## config.mk

```make
export PLATFORM = sky130hd
export DESIGN_NAME = bcd_entry_sequencer
export DESIGN_NICKNAME = d
export VERILOG_FILES = /design/src/rtl/bcd_entry_sequencer.sv
export SDC_FILE = /design/constraint.sdc
export NUM_CORES = 1
export LEC_CHECK = 0
export BUFFER_PORTS_ARGS = -buffer_cell sky130_fd_sc_hd__buf_2
export CORE_MARGIN = 2
export CORE_UTILIZATION = 47
export DETAILED_ROUTE_END_ITERATION = 12
export PLACE_DENSITY_LB_ADDON = 0.05
export SLEW_MARGIN = 20
export SYNTH_ARGS = -nofsm -noshare
export SYNTH_HDL_FRONTEND = slang
export SYNTH_SLANG_ARGS = --single-unit
```

## constraint.sdc

```tcl
create_clock -name Clk -period 7.5 [get_ports Clk]
set_input_delay 0.75 -clock Clk [delete_from_list [all_inputs] [get_ports Clk]]
set_output_delay 0.75 -clock Clk [all_outputs]
set_load 0.005 [all_outputs]
```

## src/rtl/bcd_entry_sequencer.sv

```systemverilog
// Keypad digit entry sequencer: collects up to two BCD digits, converts on ENTER,
// range-checks the result and offers it to a consumer over a valid/ready handshake.

module BCD_Binary (
    input  logic [3:0] tens,
    input  logic [3:0] ones,
    output logic [5:0] bin
);
    logic [5:0] w_tens_val;

    // Tens digits above 5 contribute nothing; the caller must reject them separately.
    always_comb begin
        case (tens)
            4'd1:    w_tens_val = 6'd10;
            4'd2:    w_tens_val = 6'd20;
            4'd3:    w_tens_val = 6'd30;
            4'd4:    w_tens_val = 6'd40;
            4'd5:    w_tens_val = 6'd50;
            default: w_tens_val = 6'd0;
        endcase
        bin = w_tens_val + {2'b00, ones};
    end
endmodule

module bcd_entry_sequencer #(
    parameter int MAX_VALUE      = 59,
    parameter int TIMEOUT_CYCLES = 1000
) (
    input  logic       Clk,
    input  logic       Rst,
    input  logic       key_valid,
    input  logic [3:0] key_code,
    input  logic       out_ready,
    output logic [5:0] bin_out,
    output logic       bin_valid,
    output logic       entry_err,
    output logic [3:0] tens_digit,
    output logic [3:0] ones_digit,
    output logic       busy
);
    localparam int         CNT_W = (TIMEOUT_CYCLES > 2) ? $clog2(TIMEOUT_CYCLES) : 1;
    localparam logic [CNT_W-1:0] CNT_LAST = CNT_W'(TIMEOUT_CYCLES - 1);
    localparam logic [5:0] MAX_V = 6'(MAX_VALUE);

    typedef enum logic [2:0] {
        S_IDLE,
        S_ONE,
        S_TWO,
        S_CONV,
        S_HOLD,
        S_ERR
    } state_t;

    state_t           r_state, w_state_nxt;
    logic [3:0]       r_tens, r_ones, w_tens_nxt, w_ones_nxt;
    logic [5:0]       r_bin, w_bin_nxt;
    logic [CNT_W-1:0] r_cnt, w_cnt_nxt;
    logic [5:0]       w_conv;
    logic             w_digit, w_clear, w_enter, w_timeout;

    BCD_Binary u_bcd (
        .tens (r_tens),
        .ones (r_ones),
        .bin  (w_conv)
    );

    assign w_digit   = key_valid && (key_code <= 4'd9);
    assign w_clear   = key_valid && (key_code == 4'hA);
    assign w_enter   = key_valid && (key_code == 4'hB);
    assign w_timeout = (r_cnt == CNT_LAST);

    always_ff @(posedge Clk or negedge Rst) begin
        if (!Rst) begin
            r_state <= S_IDLE;
            r_tens  <= 4'd0;
            r_ones  <= 4'd0;
            r_bin   <= 6'd0;
            r_cnt   <= '0;
        end else begin
            r_state <= w_state_nxt;
            r_tens  <= w_tens_nxt;
            r_ones  <= w_ones_nxt;
            r_bin   <= w_bin_nxt;
            r_cnt   <= w_cnt_nxt;
        end
    end

    always_comb begin
        w_state_nxt = r_state;
        w_tens_nxt  = r_tens;
        w_ones_nxt  = r_ones;
        w_bin_nxt   = r_bin;
        w_cnt_nxt   = '0;
        case (r_state)
            S_IDLE: begin
                if (w_digit) begin
                    w_tens_nxt  = 4'd0;
                    w_ones_nxt  = key_code;
                    w_state_nxt = S_ONE;
                end else if (w_clear) begin
                    w_tens_nxt = 4'd0;
                    w_ones_nxt = 4'd0;
                end
            end
            S_ONE, S_TWO: begin
                // An accepted key always beats a timeout landing on the same edge.
                if (w_digit && r_state == S_ONE) begin
                    w_tens_nxt  = r_ones;
                    w_ones_nxt  = key_code;
                    w_state_nxt = S_TWO;
                end else if (w_clear) begin
                    w_tens_nxt  = 4'd0;
                    w_ones_nxt  = 4'd0;
                    w_state_nxt = S_IDLE;
                end else if (w_enter) begin
                    w_state_nxt = S_CONV;
                end else if (w_timeout) begin
                    w_state_nxt = S_ERR;
                end else begin
                    w_cnt_nxt = r_cnt + 1'b1;
                end
            end
            S_CONV: begin
                if (r_tens > 4'd5 || w_conv > MAX_V) begin
                    w_state_nxt = S_ERR;
                end else begin
                    w_bin_nxt   = w_conv;
                    w_state_nxt = S_HOLD;
                end
            end
            S_HOLD: begin
                if (out_ready) begin
                    w_tens_nxt  = 4'd0;
                    w_ones_nxt  = 4'd0;
                    w_state_nxt = S_IDLE;
                end
            end
            S_ERR: begin
                w_tens_nxt  = 4'd0;
                w_ones_nxt  = 4'd0;
                w_state_nxt = S_IDLE;
            end
            default: w_state_nxt = S_IDLE;
        endcase
    end

    assign bin_out    = r_bin;
    assign tens_digit = r_tens;
    assign ones_digit = r_ones;
    assign bin_valid  = (r_state == S_HOLD);
    assign entry_err  = (r_state == S_ERR);
    assign busy       = (r_state == S_CONV) || (r_state == S_HOLD);
endmodule

```

==> results of run 1 <==
-- worst min-delay path by stage --
stage / start / to / slack, ps
final: Rst / r_cnt[6]$_DFF_PN0_ / 380
after global routing: Rst / r_cnt[6]$_DFF_PN0_ / 420
after CTS: Rst / r_cnt[6]$_DFF_PN0_ / 410
after detailed placement: r_cnt[0]$_DFF_PN0_ / r_cnt[0]$_DFF_PN0_ / 450
after global placement: r_cnt[0]$_DFF_PN0_ / r_cnt[0]$_DFF_PN0_ / 440
after floorplan: r_cnt[0]$_DFF_PN0_ / r_cnt[0]$_DFF_PN0_ / 430
-- logic make-up after synthesis --
group / count (synthesis) / share of synthesized area [%]
and+or+nand+nor: 52 / 16.51
AOI/OAI and AO/OA: 37 / 18.42
DFF: 27 / 43.06
buffers and inverters: 17 / 4.625
xor gates and xnor gates: 11 / 6.140
muxes: 8 / 6.778
adders and majority gates: 5 / 4.466
-- worst max-delay path, delay by kind of cell, from the launching register on --
kind	cells	cell delay, ps
AND/OR/NAND/NOR	1	190
flip-flops	1	520
buffers and inverters	1	60
AO/OA/AOI/OAI	4	1010
multiplexers	1	340
adder cells (fa/ha/maj)	2	620
-- state kept, by name (all words and copies together), names as in the netlist --
| signal | cells |
|---|---|
| bin_out | 6 |
| ones_digit | 4 |
| r_cnt | 10 |
| r_state | 3 |
| tens_digit | 4 |
-- area by class of cell --
class                   instances  area share (%)
well taps                      44           3.165
inverters                      11           2.374
multi-input cells             113           47.19
clock buffers                   4           1.511
repair buffers                 24           6.906
flip-flops and latches         27           38.85
-- power by group through the flow --
stage | Sequential (mW) | Combinational (mW) | Clock [mW]
3_5_place_dp | 0.230 | 0.222 | 0
4_1_cts | 0.227 | 0.223 | 0.0665
3_3_place_gp | 0.230 | 0.217 | 0
5_1_grt | 0.236 | 0.246 | 0.0732
6_report | 0.228 | 0.220 | 0.0659
2_1_floorplan | 0.209 | 0.178 | 0
-- routing by layer --
metal / vias to the layer above / wire length [um] / track usage [%]
met2: 22 / 1404 / 29.32
met3: 4 / 111 / 2.484
met1: 591 / 1563 / 25.26
met5: - / 0 / 0
met4: 0 / 49 / 8.207
li1: 597 / - / -
-- layout by cell type (no fill, tap or decap), types with 2 or more instances in the layout --
master / instances
nor2b_1: 3
a22o_1: 8
a21oi_1: 5
nand4_1: 2
mux2i_1: 2
o21ai_1: 4
nor3_1: 3
nand2_1: 12
inv_1: 10
and2_1: 2
mux2_4: 5
nand3_1: 2
dfrtp_1: 27
clkbuf_4: 3
buf_2: 24
xnor2_1: 7
o21ai_0: 6
xor2_1: 4
ha_1: 4
nor2_1: 19
nor2b_2: 2
-- per-stage QoR --
step                hold WS [ps]  power (mW)  cell area (um^2)  util (%)
floorplan                  425.1      0.3871              1569         -
global placement           439.5      0.4472              1713     55.20
detailed placement         449.5      0.4521              1713     55.20
CTS                        409.7      0.5165              1739     56.05
global route               418.7      0.5557              1739     56.05
finish                     383.8      0.5133              1739     56.05
==> results.sh, run 1 <==
export IMPL_first_global_vias=1128
export IMPL_grt_max_degree=28
export IMPL_ys_seq_elements=27
export IMPL_max_freq_mhz=352.9
export IMPL_p_leak_nw=0.8318
export IMPL_dieArea_um2=3817
export IMPL_powerDensity_nw_per_um2=295.2
export IMPL_tightest_slew_ps=642.4
export IMPL_maxSlewHeadroom_pct=57.10
export IMPL_crit_start="tens_digit[3]$_DFFE_PN0P_"
export IMPL_final_antenna_net_count=0
export IMPL_rsz0062_at_grt="no"
export IMPL_yosysWarnings=0
export IMPL_synthTopCellsByCount="27 x dfrtp_1, 19 x nor2_1, 12 x nand2_1, 10 x inv_1, 8 x a22o_1"
export IMPL_die_w_um=61.78
export IMPL_end_kind="flop"
export IMPL_clkSinkCount=27
export IMPL_synth_nets=170
export IMPL_clockPowerShare_pct=12.8
export IMPL_firstDrtPassIters=3
export IMPL_grt_overflow_total=0
export IMPL_crit_required_ps=7740
export IMPL_via_per_inst=5.444
export IMPL_reg2reg_slack_ps=4670
export IMPL_rows=20
export IMPL_hold_viol=0
export IMPL_wl_mm=3.129
export IMPL_initialDrtViolationCount=67
export IMPL_place_hpwl_mm=2.361
export IMPL_holdBufCountCts=0
export IMPL_peakVddDrop_mv=0.1241
export IMPL_avgSynthCellArea_um2=9.994
export IMPL_drive_gt1_share_pct=22.91
export IMPL_drv_cap=0
export IMPL_diodes=0
export IMPL_rr_startpoint="tens_digit[3]$_DFFE_PN0P_"
export IMPL_fin_tns_setup_ps=0
export IMPL_cp_start_kind="flop"
export IMPL_cts_tree="done"
export IMPL_yosysTopAreaCell="dfrtp_1"
export IMPL_p_int_mw=0.3072
export IMPL_swShare_pct=40.16
export IMPL_io_pins=25
export IMPL_fp_dieH_um=61.78
export IMPL_path_max_fanout=9
export IMPL_core_region_area_um2=3103
export IMPL_synth_edf_count=0
export IMPL_clock_path_buffers=2
export IMPL_finalClockSkew_ps=4.583
export IMPL_post_cts_setup_buffer_count=0
export IMPL_seq_area_frac_synth_pct=43.06
export IMPL_setup_viol=0
export IMPL_syn_to_final_growth_pct=10.85
export IMPL_num_vias=1214
export IMPL_layout_cells_non_filler=223
export IMPL_max_stage_delay_ps=520
export IMPL_yosysTopAreaCellShare_pct=43.06
export IMPL_clk_latency_ps=340
export IMPL_min_period_ps=2834
export IMPL_dp_cells=219
export IMPL_path_cells="a211oi_1, ha_1, inv_1, fa_1, nor2b_2, o31a_1, o21ai_2, a211oi_4, mux2_4"
export IMPL_cts_root_buf="clkbuf_4"
export IMPL_clkSlewWorstSetupHoldPaths_ps=150
export IMPL_timing_rr_end="bin_out[1]$_DFFE_PN0P_"
export IMPL_status="completed"
export IMPL_place_congestion=0.9094
export IMPL_cts_made_buffers=3
export IMPL_grt_pass1_wl_mm=5.147
export IMPL_criticalPathCategory="flop to flop"
export IMPL_syn_area_um2=1569
export IMPL_seq_power_share_pct=44.4
export IMPL_p_comb_share_pct=42.8
export IMPL_r2r_worst_path_cells=9
export IMPL_portBuffers=24
export IMPL_synthDistinctLibCells=46
export IMPL_synth_most_common_cell="dfrtp_1"
export IMPL_netSwitchingPower_mw=0.2062
export IMPL_drc=0
export IMPL_antenna_found_initial=0
export IMPL_post_route_period_util_pct=37.79
export IMPL_slew_viol_final=0
export IMPL_finalNetCount=193
export IMPL_crit_path_end="bin_out[1]$_DFFE_PN0P_"
export IMPL_synth_ff_type="dfrtp_1"
export IMPL_fin_ws_ps=4666
export IMPL_place_ws_ps=4683
export IMPL_fillers=305
export IMPL_grt_use_total_pct=18.48
export IMPL_regArea_um2=675.6
export IMPL_crit_arrival_ps=3070
export IMPL_synth_area_leaders="dfrtp_1 43%, mux2_4 4.8%, nor2_1 4.5%, a22o_1 4.5%, xnor2_1 3.9%"
export IMPL_synth_cells=157
export IMPL_cts_resized=0
export IMPL_multi_input_area_um2=820.8
export IMPL_async_flop_share_pct=100.0
export IMPL_crit_slowest_cell="dfrtp_1"
export IMPL_min_path_type="primary input to asynchronous set/reset pin"
export IMPL_initial_core_util_pct=50.56
export IMPL_detail_route_wl_per_cell_um=14.03
export IMPL_h_tree_depth=1
(Power assumes the default switching activity.)
==> run 2, diff against run 1 <==
ABC_AREA = 1   (was not set)
clock period = 2.4 ns   (was 7.5 ns; I/O delays follow)
==> run 2 against run 1 <==
  * Fmax increased by 27%
  * Area after synthesis increased by 0.64%
  * Cell area increased by 4.0%
  * Largest power group is now combinational cells
  * Die area increased by 0.58%
  * Register-to-register slack got worse by 4500 ps
  * Critical path type unchanged
  * Sequential share of layout area decreased by 1.5 points
  * Non-clock buffer count increased by 2
==> results.sh, run 2 <==
export IMPL_status="completed"
export IMPL_synth_area_leaders="dfrtp_1 43%, nand2_1 14%, inv_1 8.1%, nor2_1 7.8%, nand3_1 3.8%"
export IMPL_core_region_area_um2=3284
export IMPL_powerDensity_nw_per_um2=1043
export IMPL_grt_max_degree=28
export IMPL_place_hpwl_mm=2.365
export IMPL_criticalPathCategory="flop to flop"
export IMPL_clkSlewWorstSetupHoldPaths_ps=150
export IMPL_rows=21
export IMPL_finalNetCount=254
export IMPL_wl_mm=3.109
export IMPL_synth_most_common_cell="nand2_1"
export IMPL_finalClockSkew_ps=1.322
export IMPL_tightest_slew_ps=581.2
export IMPL_diodes=0
export IMPL_peakVddDrop_mv=0.6333
export IMPL_avgSynthCellArea_um2=7.483
export IMPL_post_route_period_util_pct=92.81
export IMPL_fin_util_pct=55.09
export IMPL_final_cell_mix="56 x nand2_1, 34 x inv_1, 33 x nor2_1"
export IMPL_syn_to_final_growth_pct=14.58
export IMPL_num_vias=1354
export IMPL_grt_overflow_total=0
export IMPL_hold_viol=0
export IMPL_dieArea_um2=3839
export IMPL_clk_latency_ps=320
export IMPL_crit_required_ps=2640
export IMPL_largest_reg_flops=10
export IMPL_initialDrtViolationCount=72
export IMPL_detail_route_wl_per_cell_um=10.87
export IMPL_maxSlewHeadroom_pct=61.25
export IMPL_io_pins=25
export IMPL_firstDrtPassIters=4
export IMPL_drc=0
export IMPL_grt_pass1_wl_mm=4.912
export IMPL_yosysWarnings=0
export IMPL_final_antenna_net_count=0
export IMPL_power_mw=1.887
export IMPL_reg2reg_slack_ps=170
export IMPL_clkSinkCount=27
export IMPL_h_tree_depth=1
export IMPL_synth_edf_count=0
export IMPL_clock_path_buffers=2
export IMPL_final_common_cell="nand2_1"
export IMPL_initial_core_util_pct=48.08
export IMPL_drv_cap=0
export IMPL_place_congestion=0.7883
export IMPL_p_leak_nw=0.9624
export IMPL_grt_use_total_pct=17.03
export IMPL_min_path_type="primary input to flop"
export IMPL_synth_cells=211
export IMPL_slew_viol_final=0
export IMPL_synthDistinctLibCells=27
export IMPL_max_freq_mhz=449.0
export IMPL_synth_nets=224
export IMPL_setup_viol=0
export IMPL_fillers=327
export IMPL_seq_area_frac_synth_pct=42.79
export IMPL_first_global_vias=1150
export IMPL_drive_gt1_share_pct=20.42
export IMPL_antenna_found_initial=0
export IMPL_async_flop_share_pct=100.0
export IMPL_cts_made_buffers=3
export IMPL_crit_arrival_ps=2470
export IMPL_ys_seq_elements=27
export IMPL_syn_area_um2=1579
export IMPL_min_period_ps=2227
export IMPL_end_kind="flop"
export IMPL_die_w_um=61.96
export IMPL_synth_ff_type="dfrtp_1"
export IMPL_yosysTopAreaCellShare_pct=42.79
export IMPL_fp_dieH_um=61.96
export IMPL_synthTopCellsByCount="57 x nand2_1, 34 x inv_1, 33 x nor2_1, 27 x dfrtp_1, 12 x nand3_1"
export IMPL_portBuffers=24
export IMPL_cts_tree="done"
export IMPL_path_max_fanout=5
export IMPL_regMostFlops="r_cnt"
export IMPL_cp_start_kind="flop"
export IMPL_via_per_inst=4.734
export IMPL_yosysTopAreaCell="dfrtp_1"
export IMPL_cts_root_buf="clkbuf_4"
[run 2: cell types whose count changed in the layout (fill, tap and decap cells not counted), moves of 7 or more]
| cell | previous run | this run |
|---|---|---|
| nor2_1 | 19 | 33 |
| nand2_1 | 12 | 56 |
| nand3_1 | 2 | 12 |
| inv_1 | 10 | 34 |
| o22ai_1 | 0 | 7 |
| a22o_1 | 8 | 0 |
[run 2: worst max-delay path, cell delays in order (launching register included)]
cell and delay (ps):
dfrtp_1 410, inv_1 110, o21ai_1 110, nor2_1 100, ha_1 170, inv_1 70, fa_2 370, xnor2_2 160
nand2_1 70, nor2_1 160, nand2_2 120, nand3_4 130, inv_2 50, nand2_1 60, nand2_1 50
[run 2: layout make-up]
type	instances	area, um^2	share of cell area, %
Inverter	39	146.4	8.091
Multi-Input combinational cell	144	764.5	42.25
Clock buffer	3	22.52	1.245
Tap cell	46	57.56	3.181
Timing Repair Buffer	26	137.6	7.607
Clock inverter	1	5.005	0.2766
Sequential cell	27	675.6	37.34
[run 2: cell families (layout without fill, tap and decap cells)]
| logic type | after synthesis | after routing | synth area share [%] |
|---|---|---|---|
| AND/OR/NAND/NOR | 114 | 115 | 32.49 |
| buffers and inverters | 41 | 69 | 10.46 |
| flip-flops | 27 | 27 | 42.79 |
| AO/OA/AOI/OAI | 21 | 21 | 8.161 |
| adder cells (fa/ha/maj) | 5 | 5 | 4.438 |
| XOR/XNOR | 3 | 3 | 1.664 |
[run 2: worst paths after layout]
| path | start | to | cells past startpoint |
|---|---|---|---|
| min in group asynchronous | Rst | r_cnt[6]$_DFF_PN0_ | 2 |
| worst max register to register | tens_digit[1]$_DFFE_PN0P_ | bin_out[1]$_DFFE_PN0P_ | 14 |
| worst max-delay path | tens_digit[1]$_DFFE_PN0P_ | bin_out[1]$_DFFE_PN0P_ | 14 |
| max in group asynchronous | Rst | tens_digit[3]$_DFFE_PN0P_ | 2 |
| worst min-delay path | key_code[1] | ones_digit[1]$_DFFE_PN0P_ | 3 |
| worst min register to register | r_cnt[0]$_DFF_PN0_ | r_cnt[0]$_DFF_PN0_ | 1 |
[run 2: stage by stage]
step	instance area, um^2	instances	setup TNS [ps]	worst slack [ps]	hold slack [ps]
floorplan	1579	211	0	255.5	-55.59
global placement	1738	279	0	151.9	271.1
detailed placement	1738	279	0	60.00	278.5
CTS	1775	284	0	24.35	177.4
global route	1809	286	-44.32	-31.15	167.5
finish	1809	286	0	172.6	184.8
[run 2: repair_timing]
action	4_1_cts	5_1_grt
setup buffers	0	1
gates resized for setup	0	6
endpoints found under the setup margin	0	7
hold buffers	1	0
hold endpoints to repair	27	0
[run 2: layer usage]
metal / routed length, um / vias up / part of all wire [%] / GRT usage (%)
met5: 0 / - / 0 / 0
met4: 33 / 0 / 1.1 / 5.471
met3: 102 / 4 / 3.3 / 2.692
met2: 1435 / 24 / 46 / 25.89
met1: 1539 / 612 / 50 / 24.77
li1: - / 714 / - / -
[run 2: where the power goes]
group | leakage [nW] | internal, mW | switching, mW
logic | 0.581 | 0.387 | 0.639
registers | 0.364 | 0.575 | 0.0875
clock network | 0.0177 | 0.0625 | 0.136
